### src/rtl/hist_pkg.sv
// Shared types and constants for the histogram overlay draw scheduler.
// Frame geometry defaults and the packed control word layout live here.
package hist_pkg;

  typedef enum logic [1:0] {
    IDLE,
    LATCH,
    CTRL,
    DRAW
  } state_t;

  localparam int CTRL_W = 36;
  localparam int WID_W  = 16;
  localparam int HGT_W  = 16;
  localparam int ILC_W  = 4;

  localparam int unsigned DEF_WIDTH  = 256;
  localparam int unsigned DEF_HEIGHT = 256;

  function automatic logic [CTRL_W-1:0] ctrl_word(
    input int unsigned w,
    input int unsigned h
  );
    return {WID_W'(w), HGT_W'(h), ILC_W'(0)};
  endfunction

endpackage

### src/rtl/hist_sched_cnt.sv
// Beat counter modulo MAX with a terminal-count flag.
// Wraps to zero only on an increment taken at the terminal value.
module hist_sched_cnt #(
  parameter int unsigned MAX = 65536
) (
  input  logic clk,
  input  logic rst,
  input  logic inc,
  output logic tc
);

  localparam int W = (MAX > 1) ? $clog2(MAX) : 1;
  localparam logic [W-1:0] LAST = W'(MAX - 1);

  logic [W-1:0] cnt;

  assign tc = (cnt == LAST);

  always_ff @(posedge clk or posedge rst) begin
    if (rst) begin
      cnt <= '0;
    end else if (inc) begin
      cnt <= tc ? '0 : cnt + W'(1);
    end
  end

endmodule

### src/rtl/hist_draw_sched.sv
// Frame scheduler between histogram accumulator, drawer and output mux.
// Optional frame skipping is enabled by defining HIST_DRAW_SKIP_EN.
module hist_draw_sched
  import hist_pkg::*;
#(
  parameter int unsigned WIDTH  = DEF_WIDTH,
  parameter int unsigned HEIGHT = DEF_HEIGHT,
  parameter int          DROP_W = 16
) (
  input  logic              clk,
  input  logic              rst,
  input  logic              enable,
  input  logic              hist_done,
  output logic              hist_clear,
  output logic              id_valid,
  output logic [CTRL_W-1:0] ctrl_data,
  output logic              ctrl_valid,
  input  logic              ctrl_ready,
  output logic              draw_en,
  input  logic              pix_valid,
  input  logic              pix_ready,
  output logic              frame_done,
  output logic              busy,
`ifdef HIST_DRAW_SKIP_EN
  input  logic [3:0]        skip_n,
`endif
  output logic [DROP_W-1:0] drop_cnt
);

  localparam logic [CTRL_W-1:0] CTRL_WORD = ctrl_word(WIDTH, HEIGHT);

  state_t state;
  logic   pend;
  logic   pend_nxt;
  logic   take;
  logic   skip;
  logic   drop_inc;
  logic   beat;
  logic   tc;

  assign ctrl_data = CTRL_WORD;
  assign beat      = draw_en & pix_valid & pix_ready;

  hist_sched_cnt #(
    .MAX(WIDTH * HEIGHT)
  ) u_pix_cnt (
    .clk(clk),
    .rst(rst),
    .inc(beat),
    .tc (tc)
  );

`ifdef HIST_DRAW_SKIP_EN
  logic [3:0] skip_cnt;

  assign skip = take && (skip_cnt != 4'd0);

  always_ff @(posedge clk or posedge rst) begin
    if (rst) begin
      skip_cnt <= 4'd0;
    end else if (take) begin
      skip_cnt <= (skip_cnt == 4'd0) ? skip_n
                                     : skip_cnt - 4'd1;
    end
  end
`else
  assign skip = 1'b0;
`endif

  // A histogram arriving while one is already pending displaces it.
  always_comb begin
    take     = 1'b0;
    drop_inc = 1'b0;
    pend_nxt = pend;
    if (state == IDLE) begin
      take     = enable && (hist_done || pend);
      drop_inc = hist_done && !enable;
      if (skip) begin
        pend_nxt = 1'b0;
      end
    end else if (hist_done) begin
      pend_nxt = 1'b1;
      drop_inc = pend;
    end else if (state == LATCH) begin
      pend_nxt = 1'b0;
    end
  end

  always_ff @(posedge clk or posedge rst) begin
    if (rst) begin
      state      <= IDLE;
      pend       <= 1'b0;
      drop_cnt   <= '0;
      hist_clear <= 1'b0;
      id_valid   <= 1'b0;
      ctrl_valid <= 1'b0;
      draw_en    <= 1'b0;
      frame_done <= 1'b0;
      busy       <= 1'b0;
    end else begin
      pend       <= pend_nxt;
      hist_clear <= 1'b0;
      id_valid   <= 1'b0;
      frame_done <= 1'b0;
      if (drop_inc && !(&drop_cnt)) begin
        drop_cnt <= drop_cnt + DROP_W'(1);
      end
      unique case (state)
        IDLE: begin
          if (skip) begin
            hist_clear <= 1'b1;
          end else if (take) begin
            state      <= LATCH;
            id_valid   <= 1'b1;
            hist_clear <= 1'b1;
            busy       <= 1'b1;
          end
        end
        LATCH: begin
          state      <= CTRL;
          ctrl_valid <= 1'b1;
        end
        CTRL: begin
          if (ctrl_ready) begin
            state      <= DRAW;
            ctrl_valid <= 1'b0;
            draw_en    <= 1'b1;
          end
        end
        DRAW: begin
          if (beat && tc) begin
            state      <= IDLE;
            draw_en    <= 1'b0;
            frame_done <= 1'b1;
            busy       <= 1'b0;
          end
        end
        default: state <= IDLE;
      endcase
    end
  end

endmodule

### config.mk
export PLATFORM = sky130hd
export DESIGN_NAME = hist_draw_sched
export DESIGN_NICKNAME = d
export VERILOG_FILES = /design/src/rtl/hist_pkg.sv /design/src/rtl/hist_sched_cnt.sv /design/src/rtl/hist_draw_sched.sv
export SDC_FILE = /design/constraint.sdc
export NUM_CORES = 1
export LEC_CHECK = 0
export ABC_AREA = 1
export CORE_UTILIZATION = 55
export CTS_BUF_LIST = sky130_fd_sc_hd__clkbuf_8
export DETAILED_ROUTE_END_ITERATION = 10
export PLACE_DENSITY_LB_ADDON = 0.15
export SYNTH_ARGS = -nofsm -noshare
export SYNTH_HDL_FRONTEND = slang
export SYNTH_SLANG_ARGS = --single-unit
export TNS_END_PERCENT = 100
### constraint.sdc
create_clock -name clk -period 3.24 [get_ports clk]
set_clock_uncertainty 0.1 [all_clocks]
set_input_delay 0.486 -clock clk [delete_from_list [all_inputs] [get_ports clk]]
set_output_delay 0.486 -clock clk [all_outputs]
set_load 0.01 [all_outputs]
==> run_results.csv, run 1 <==
group,metric,value,unit
floorplanning,dieArea,5041,sq um
worst_setup_path,critPathArrivalTime,2.09,ns
timing,setup_viol,0,
cts,cts_setup_buffers,0,
detailed_routing,avgRoutedWirePerCell,11.16,um
synth,netlist_top_cells_area,"dfrtp_1 38%, nand2_1 15%, buf_4 11%",
worst_setup_path,r2r_slack,1.22,ns
synth,synthMuxAreaShare,0,
floorplanning,initial_core_util,0.5853,
placement,hpwl,3.672,mm
timing,worst_pin_slew,0.5107,ns
min_path,worstHoldStart,"ctrl_valid$_DFFE_PP0P_",
min_path,hold_end,"ctrl_valid$_DFFE_PP0P_",
grt,grt_pass1_vias,1926,
power_and_ir_drop,p_seq_frac,0.401,
timing,fin_ws,1.219,ns
finish,areaGrowthSynthToFinish,11.90,%
timing,fin_crit,2.021,ns
detailed_routing,ant_nets,0,
synth,synthTopCellsByCount,"103 x nand2_1, 41 x nor2_1, 40 x dfrtp_1, 37 x buf_4, 28 x inv_1",
floorplanning,io_pins,65,
detailed_routing,drcViolationCount,6,
cts,cts-root-buf,"clkbuf_8",
synth,synthFlopType,"dfrtp_1",
grt,grt_pass1_wl,8.680,mm
synth,synth_async_sr_flop_share,1.000,
grt,grt_max_degree,41,
timing,fin_crit_sh,0.6239,
grt,grt.total_usage,0.2185,
power_and_ir_drop,switching_share,0.3490,
synth,synth_xor_area_frac,0.05017,
timing,relSlewSlack,0.6595,
power_and_ir_drop,clockPowerShare,0.264,
cts,clockBufferDepth,2,
synth,synthCells,351,
synth,syn-cell-area,2619,sq um
synth,synth_compound_area_frac,0.05399,
cts,clkTransAtPathRegs,0.08,ns
finish,antennaDiodeCount,0,
cts,cts_resized,0,
finish,fin_nets,395,
floorplanning,chipWidth,71,um
detailed_routing,wl,4.842,mm
synth,synth_top_family_by_area,"simple AND/OR/NAND/NOR gates",
detailed_routing,drtIter0Drc,195,
cts,numCtsBuffers,5,
synth,synth_adder_area_share,0.02867,
min_path,holdPathStages,2,
worst_setup_path,worst_setup_path_start_kind,"flop",
synth,ys_ff_latch,40,
timing,rsz0062_at_grt,"false",
power_and_ir_drop,p_int,0.001175,W
finish,drive_gt1_frac,0.07068,
worst_setup_path,worst-path-max-fanout,16,
power_and_ir_drop,power.density,615.9,nW/um^2
min_path,min_path_type,"reg -> reg",
grt,globalRouteOverflowTotal,0,
synth,synth_area_per_cell,7.461,sq um
worst_setup_path,rr_worst_depth,8,
power_and_ir_drop,combPwrFrac,0.336,
power_and_ir_drop,cellLeakagePower,1.423,nW
timing,drv_slew,0,
cts,insertion_delay,0.29,ns
floorplanning,die_h,71,um
placement,routabilityCongestion,0.8660,
synth,yosysSeqAreaShare,0.3822,
cts,h-tree-depth,2,
placement,post-place-ws,1.101,ns
detailed_routing,vias_per_cell,4.813,
grt,antenna_found_initial,0,
cts,clock_sinks,40,
timing,hold_viol,0,
worst_setup_path,r2r-end,"drop_cnt[12]$_DFFE_PP0P_",
worst_setup_path,end_kind,"flop",
worst_setup_path,r2r_start,"drop_cnt[0]$_DFFE_PP0P_",
worst_setup_path,critical_path_class,"reg -> reg",
power_and_ir_drop,power.switching,0.0006298,W
floorplanning,core-area,4474,sq um
timing,whs,0.4118,ns
detailed_routing,vias,2089,
synth,synth_edf_count,0,
floorplanning,rows,24,
outcome,outcome,"complete, but fails checks",
finish,stdcell_count,434,
synth,ys_types,31,
synth,yosys_warnings,0,
job,maxCapViolations,0,
cts,cts_tree,"built",
outcome,violations,"design-rule violations",
timing,fmax,494.7,MHz
detailed_routing,first_pass_iters,11,
synth,yosysMostFrequentCell,"nand2_1",
timing,tns,0,ns
synth,synth_top_area_frac,0.3822,
placement,portBuffers,28,
synth,yosysTopAreaCell,"dfrtp_1",
cts,cts_hold_buf,0,
power_and_ir_drop,peakVddDrop,464.2,uV
placement,placed_cells,427,
worst_setup_path,critical_path_required,3.31,ns
synth,synth-simple-area-share,0.3187,
cell families (layout without fill, tap and decap cells):
kind of cell | after synthesis | count (layout)
xor+xnor | 15 | 15
buf+inv | 72 | 69
other cells | 2 | 36
compound gates | 24 | 24
simple gates | 192 | 192
fa+ha+maj | 6 | 6
flops | 40 | 40
cell usage in the layout, fill, tap and decap left out:
cell type        instances
a211oi_1                 1
a21oi_1                 11
and2_1                   1
buf_4                    2
bufinv_16                2
clkbuf_8                 5
clkdlybuf4s50_1         28
conb_1                  36
dfrtp_1                 40
ha_1                     6
inv_1                   28
inv_2                    3
inv_4                    1
nand2_1                103
nand2_2                  5
nand3_1                 20
nand3_2                  2
nand4_1                  8
nor2_1                  41
nor2_2                   2
nor2_4                   1
nor3_1                   5
nor3_4                   1
nor3b_1                  2
o21ai_0                  8
o21ai_1                  1
o21ai_4                  1
o21bai_2                 1
o22ai_1                  1
or2_2                    1
xnor2_1                  9
xor2_1                   6
metrics by stage:
stage | total power, W | instance area [sq um] | util
2_1_floorplan | 0.001159 | 2746 | -
3_3_place_gp | 0.001320 | 2801 | 0.6261
3_5_place_dp | 0.001344 | 2801 | 0.6261
4_1_cts | 0.001826 | 2930 | 0.6549
5_1_grt | 0.001946 | 2930 | 0.6549
6_report | 0.001805 | 2930 | 0.6549
how the worst max path moves through the flow:
stage | depth (start not counted) | endpoint | start
floorplan | 9 | drop_cnt[11]$_DFFE_PP0P_ | drop_cnt[0]$_DFFE_PP0P_
global placement | 8 | u_pix_cnt.cnt[11]$_DFFE_PP0N_ | pix_ready
detailed placement | 8 | u_pix_cnt.cnt[11]$_DFFE_PP0N_ | pix_ready
CTS | 8 | drop_cnt[12]$_DFFE_PP0P_ | drop_cnt[0]$_DFFE_PP0P_
global route | 8 | drop_cnt[12]$_DFFE_PP0P_ | drop_cnt[0]$_DFFE_PP0P_
finish | 8 | drop_cnt[12]$_DFFE_PP0P_ | drop_cnt[0]$_DFFE_PP0P_
layout make-up:
class                   count  area (sq um)
clock buffers               5         68.82
clock inverters             2         60.06
fillers                   410          1544
inverters                  32         122.6
multi-input cells         273          1318
flip-flops and latches     40          1001
well taps                  52         65.06
repair buffers             30         295.3
power groups by stage:
stage               clock network [W]  logic, W  registers, W
global placement                    0  0.000592      0.000729
global route                 0.000505  0.000695      0.000747
finish                       0.000476  0.000606      0.000723
floorplan                           0  0.000426      0.000733
CTS                          0.000489  0.000613      0.000724
detailed placement                  0  0.000615      0.000729
critical path, stage by stage, from the launching register on:
cell and delay [ns]:
dfrtp_1 0.45, ha_1 0.29, nand3_2 0.13, inv_2 0.11
nand2_2 0.07, o21ai_4 0.43, inv_4 0.16, nand2_1 0.09
o21ai_0 0.08
sequential cells by signal, summed over array words and instances (netlist names):
register and flops:
frame_done 1, drop_cnt 16, ctrl_valid 1, draw_en 1, busy 1, state 2
pend 1, id_valid 1, u_pix_cnt.cnt 16
metal layers:
layer  vias up  routed length (um)  track usage
met3         2                 206      0.05128
met5         -                   0            0
met1       945                2490       0.3138
li1       1083                   -            -
met4         0                  16      0.05778
met2        59                2129       0.3333
Note: power is estimated with default switching activity, not from simulation.
==> run 2, diff against run 1 <==
--- a/config.mk
+++ b/config.mk
@@ -6,7 +6,7 @@
 export NUM_CORES = 1
 export LEC_CHECK = 0
 export ABC_AREA = 1
-export CORE_UTILIZATION = 55
+export CORE_UTILIZATION = 51
 export CTS_BUF_LIST = sky130_fd_sc_hd__clkbuf_8
 export DETAILED_ROUTE_END_ITERATION = 10
 export PLACE_DENSITY_LB_ADDON = 0.15
==> constraint.sdc (replaced) <==
create_clock -name clk -period 2.1 [get_ports clk]
set_clock_uncertainty 0.1 [all_clocks]
set_input_delay 0.315 -clock clk [delete_from_list [all_inputs] [get_ports clk]]
set_output_delay 0.315 -clock clk [all_outputs]
set_load 0.01 [all_outputs]
==> run 2 against run 1 <==
Effect of this change: the flow now finishes without violations; count of clock-buffer cells in the layout rose by 2; combinational power rose by 57%; core utilization fell by 3.9 points; worst hold slack got worse by 0.067 ns; critical path type unchanged; largest power group unchanged; highest routed layer unchanged.
==> run_results.csv, run 2 (synthesized netlist as in run 1, its figures left out) <==
group,metric,value,unit
timing,fin_crit,1.865,ns
power_and_ir_drop,peakVddDrop,552.0,uV
detailed_routing,drcViolationCount,0,
timing,worst_pin_slew,0.5082,ns
worst_setup_path,path_cells,"inv_1 > ha_1 > nand2_1 > nand2_1 > nor2_1 > o21ai_4 > buf_4 > nand2_1 > o21ai_0",
worst_setup_path,worst_setup_path_start_kind,"flop",
grt,antenna_found_initial,0,
floorplanning,core-area,4817,sq um
cts,cts_resized,0,
grt,grt_max_degree,41,
timing,drv_slew,0,
min_path,min_path_type,"in -> async",
cts,clockBufferDepth,2,
grt,grt_pass1_wl,8.811,mm
timing,setup_viol,0,
detailed_routing,vias_per_cell,4.773,
worst_setup_path,path_buf_inv,2,
floorplanning,rows,25,
worst_setup_path,max_stage_delay,0.43,ns
outcome,outcome,"completed",
timing,tns,0,ns
detailed_routing,first_pass_iters,5,
grt,grt.total_usage,0.2127,
worst_setup_path,critPathArrivalTime,1.95,ns
worst_setup_path,r2r_slack,0.24,ns
worst_setup_path,critical_path_required,2.18,ns
cts,h-tree-depth,2,
timing,relSlewSlack,0.6612,
power_and_ir_drop,power.density,928.8,nW/um^2
worst_setup_path,slowest_stage,"dfrtp_1",
detailed_routing,ant_nets,0,
placement,dpl-instance-area,2843,sq um
finish,stdcell_count,453,
worst_setup_path,critical_path.top_delay_family,"flip-flops",
finish,areaGrowthSynthToFinish,13.38,%
cts,cts_tree,"built",
cts,numCtsBuffers,5,
detailed_routing,avgRoutedWirePerCell,11.38,um
worst_setup_path,worst-path-max-fanout,11,
placement,portBuffers,28,
power_and_ir_drop,cellLeakagePower,1.438,nW
detailed_routing,wl,5.153,mm
worst_setup_path,cp_common_cell,"nand2_1",
timing,hold_viol,0,
finish,fin_nets,398,
timing,fin_crit_sh,0.8879,
worst_setup_path,end_kind,"flop",
timing,fmax,536.3,MHz
cts,cts_setup_buffers,0,
placement,placed_cells,445,
placement,hpwl,3.863,mm
floorplanning,die_h,73.66,um
finish,layout_common_cells,"103 x nand2_1, 41 x nor2_1, 40 x dfrtp_1, 36 x conb_1",
cts,clkTransAtPathRegs,0.08,ns
detailed_routing,vias,2162,
floorplanning,dieArea,5425,sq um
grt,globalRouteOverflowTotal,0,
finish,reg_top3,"drop_cnt x16, u_pix_cnt.cnt x16, state x2",
floorplanning,chipWidth,73.66,um
detailed_routing,drtIter0Drc,167,
grt,grt_pass1_vias,1928,
timing,rsz0062_at_grt,"false",
worst_setup_path,critical_path_class,"reg -> reg",
finish,drive_gt1_frac,0.08031,
cts,insertion_delay,0.29,ns
cts,cts_hold_buf,0,
placement,routabilityCongestion,0.9420,
finish,fill_cells,449,
floorplanning,initial_core_util,0.5436,
finish,final_common_cell,"nand2_1",
finish,finalInstanceArea,2969,sq um
cts,cts-root-buf,"clkbuf_8",
finish,antennaDiodeCount,0,
job,maxCapViolations,0,
floorplanning,io_pins,65,
cts,clock_sinks,40,
==> run 2: cell count changes in the layout (fill, tap and decap cells not counted), sizes merged <==
cell	delta
clkbuf	+2
buf	+3
bufinv	-1
==> run 2: area by class of cell <==
cell class,instances,area (sq um),area share
Sequential cell,40,1001,0.3371
Clock inverter,1,30.03,0.01011
Timing Repair Buffer,33,317.8,0.1070
Inverter,32,122.6,0.04130
Clock buffer,7,96.34,0.03245
Multi-Input combinational cell,273,1318,0.4437
Tap cell,67,83.83,0.02823
==> run 2: layer usage <==
layer	up-vias	global-route usage	part of all wire
li1	1098	-	-
met1	996	0.2949	0.49
met2	63	0.3394	0.45
met3	5	0.04938	0.050
met4	0	0.04487	0.0087
met5	-	0	0
==> run 2: worst register-to-register path: stages, from the launching register on <==
cell	delay [ns]
dfrtp_1	0.43
inv_1	0.10
ha_1	0.25
nand2_1	0.10
nand2_1	0.05
nor2_1	0.22
o21ai_4	0.15
buf_4	0.21
nand2_1	0.07
o21ai_0	0.07
==> run 2: where the power goes <==
part,switching (W),total (W),internal (W)
Clock,0.000272,0.000691,0.000419
Sequential,0.000186,0.00112,0.000930
Combinational,0.000526,0.000950,0.000425
==> run 2: final timing paths <==
kind,startpoint,end,cells past startpoint
min in group clk,ctrl_valid$_DFFE_PP0P_,ctrl_valid$_DFFE_PP0P_,2
worst min register to register,ctrl_valid$_DFFE_PP0P_,ctrl_valid$_DFFE_PP0P_,2
worst max register to register,state[0]$_DFFE_PP0P_,drop_cnt[5]$_DFFE_PP0P_,9
worst min-delay path,rst,drop_cnt[0]$_DFFE_PP0P_,3
worst max-delay path,state[0]$_DFFE_PP0P_,drop_cnt[5]$_DFFE_PP0P_,9
max in group asynchronous,rst,u_pix_cnt.cnt[12]$_DFFE_PP0N_,3
==> run 2: per-stage QoR <==
stage	hold WS [ns]	worst slack, ns	power [W]	utilization
floorplan	0.3519	0.4312	0.001788	-
global placement	0.3827	0.1780	0.002053	0.5901
detailed placement	0.3900	0.1375	0.002081	0.5901
CTS	0.3561	0.2405	0.002785	0.6164
global route	0.4000	0.04693	0.002967	0.6164
finish	0.3448	0.2355	0.002758	0.6164
==> run 3, diff against run 2 <==
==> constraint.sdc (replaced) <==
create_clock -name clk -period 2.1 [get_ports clk]
set_clock_uncertainty 0.1 [all_clocks]
set_input_delay 0.21 -clock clk [delete_from_list [all_inputs] [get_ports clk]]
set_output_delay 0.21 -clock clk [all_outputs]
set_load 0.01 [all_outputs]
==> run 3 against run 2 <==
Effect of this change: sequential power about the same; flip-flop and latch count unchanged; combinational power rose by 0.5%; clock power fell by 24%; via count is 0.42% lower; worst hold slack worse by 0.10 ns; wire length up 0.99%; global-route usage up 0.12 points; sequential share of layout area up 0.48 points; die area unchanged; critical endpoint is now drop_cnt[10]$_DFFE_PP0P_; largest power group unchanged; highest routed layer unchanged.
==> run_results.csv, run 3 (synthesized netlist as in run 1, its figures left out) <==
group,metric,value,unit
timing,drv_slew,0,
cts,numCtsBuffers,5,
cts,clkTransAtPathRegs,0.08,ns
timing,fin_crit,1.810,ns
finish,antennaDiodeCount,0,
timing,relSlewSlack,0.6574,
detailed_routing,wl,5.204,mm
finish,fin_nets,397,
grt,globalRouteOverflowTotal,0,
placement,dpl-instance-area,2835,sq um
worst_setup_path,rr_worst_depth,8,
floorplanning,initial_core_util,0.5436,
finish,reg_top3,"drop_cnt x16, u_pix_cnt.cnt x16, state x2",
finish,final_common_cell,"nand2_1",
cts,cts_hold_buf,0,
finish,multi_input_area,1318,sq um
timing,worst_pin_slew,0.5128,ns
worst_setup_path,critical_path_required,2.17,ns
placement,hpwl,3.912,mm
floorplanning,core-area,4817,sq um
worst_setup_path,r2r_slack,0.29,ns
floorplanning,dieArea,5425,sq um
power_and_ir_drop,power.density,885.6,nW/um^2
floorplanning,io_pins,65,
timing,hold_viol,0,
worst_setup_path,worst-path-max-fanout,14,
floorplanning,die_h,73.66,um
power_and_ir_drop,cellLeakagePower,1.419,nW
worst_setup_path,critPathArrivalTime,1.88,ns
timing,setup_viol,0,
cts,cts_resized,0,
finish,layout_common_cells,"103 x nand2_1, 41 x nor2_1, 40 x dfrtp_1, 36 x conb_1",
worst_setup_path,r2r-end,"drop_cnt[10]$_DFFE_PP0P_",
finish,areaGrowthSynthToFinish,11.80,%
detailed_routing,drtIter0Drc,125,
worst_setup_path,critical_path_class,"reg -> reg",
placement,routabilityCongestion,0.9340,
finish,finalInstanceArea,2928,sq um
worst_setup_path,end_kind,"flop",
outcome,outcome,"completed",
detailed_routing,drcViolationCount,0,
worst_setup_path,crit_path_end,"drop_cnt[10]$_DFFE_PP0P_",
cts,clock_sinks,40,
timing,rsz0062_at_grt,"false",
cts,clockBufferDepth,2,
detailed_routing,vias,2153,
floorplanning,rows,25,
timing,fin_crit_sh,0.8620,
finish,fill_cells,473,
worst_setup_path,max_stage_delay,0.44,ns
finish,postLayoutCoreUtil,0.6078,
worst_setup_path,setup.worst_path.start,"drop_cnt[0]$_DFFE_PP0P_",
detailed_routing,avgRoutedWirePerCell,11.51,um
grt,grt.total_usage,0.2139,
placement,post-place-ws,0.2474,ns
cts,cts_tree,"built",
timing,fmax,552.5,MHz
power_and_ir_drop,fin_total_pwr,0.002593,W
grt,grt_pass1_wl,8.756,mm
finish,seq_area,1001,sq um
cts,cts_setup_buffers,0,
power_and_ir_drop,peakVddDrop,772.9,uV
cts,insertion_delay,0.29,ns
grt,grt_max_degree,41,
worst_setup_path,slowest_stage,"dfrtp_1",
timing,tns,0,ns
detailed_routing,vias_per_cell,4.763,
cts,cts-root-buf,"clkbuf_8",
grt,grt_pass1_vias,1914,
worst_setup_path,r2r_start,"drop_cnt[0]$_DFFE_PP0P_",
worst_setup_path,worst_setup_path_start_kind,"flop",
placement,portBuffers,28,
min_path,min_path_type,"in -> async",
cts,h-tree-depth,2,
job,maxCapViolations,0,
floorplanning,chipWidth,73.66,um
timing,fin_ws,0.2899,ns
finish,drive_gt1_frac,0.07792,
detailed_routing,first_pass_iters,4,
worst_setup_path,path_cells,"ha_1 > nand3_2 > inv_2 > nand2_2 > o21ai_4 > inv_4 > nand2_1 > o21ai_0",
grt,antenna_found_initial,0,
detailed_routing,ant_nets,0,
## run 3: cell types whose count changed in the layout (fill, tap and decap cells not counted), sizes merged
| cell | previous run | this run |
|---|---|---|
| clkinv | 0 | 2 |
| buf | 5 | 4 |
| bufinv | 1 | 0 |
| clkbuf | 7 | 6 |
## run 3: critical path, delay by kind of cell, from the launching register on
| kind | cells | cell delay [ns] |
|---|---|---|
| buffers and inverters | 2 | 0.24 |
| flip-flops | 1 | 0.44 |
| AO/OA/AOI/OAI | 2 | 0.39 |
| adder cells (fa/ha/maj) | 1 | 0.27 |
| AND/OR/NAND/NOR | 3 | 0.26 |
## run 3: report_power, final
part,internal (W),switching (W),leakage (nW)
clock network,0.000262,0.000264,0.0510
registers,0.000930,0.000181,0.510
logic,0.000426,0.000529,0.858
## run 3: metal layers
metal / vias up / track usage / share of wire / wire length, um
met3: 4 / 0.04252 / 0.041 / 211
li1: 1099 / - / - / -
met1: 993 / 0.2887 / 0.48 / 2498
met5: - / 0 / 0 / 0
met4: 0 / 0.07265 / 0.0098 / 51
met2: 57 / 0.3435 / 0.47 / 2441
## run 3: through the flow
step,instances,hold WS (ns)
final,452,0.2430
after global routing,452,0.3073
after CTS,452,0.2518
after detailed placement,444,0.3860
after global placement,444,0.3790
after floorplan,385,0.2469
## run 3: worst min path at each step
stage | start | end | slack [ns] | cells past startpoint
floorplan | enable | id_valid$_DFF_PP0_ | 0.25 | 2
global placement | busy$_DFFE_PP0P_ | busy$_DFFE_PP0P_ | 0.38 | 2
detailed placement | busy$_DFFE_PP0P_ | busy$_DFFE_PP0P_ | 0.39 | 2
CTS | rst | pend$_DFFE_PP0P_ | 0.25 | 3
global route | rst | drop_cnt[1]$_DFFE_PP0P_ | 0.31 | 3
finish | rst | pend$_DFFE_PP0P_ | 0.24 | 3
## run 3: final cells by class
class / instances / area share
inverter: 32 / 0.04188
clock inverter: 2 / 0.003419
timing repair buffer: 32 / 0.1060
multi-input combinational: 273 / 0.4500
sequential: 40 / 0.3419
clock buffer: 6 / 0.02821
tap: 67 / 0.02863
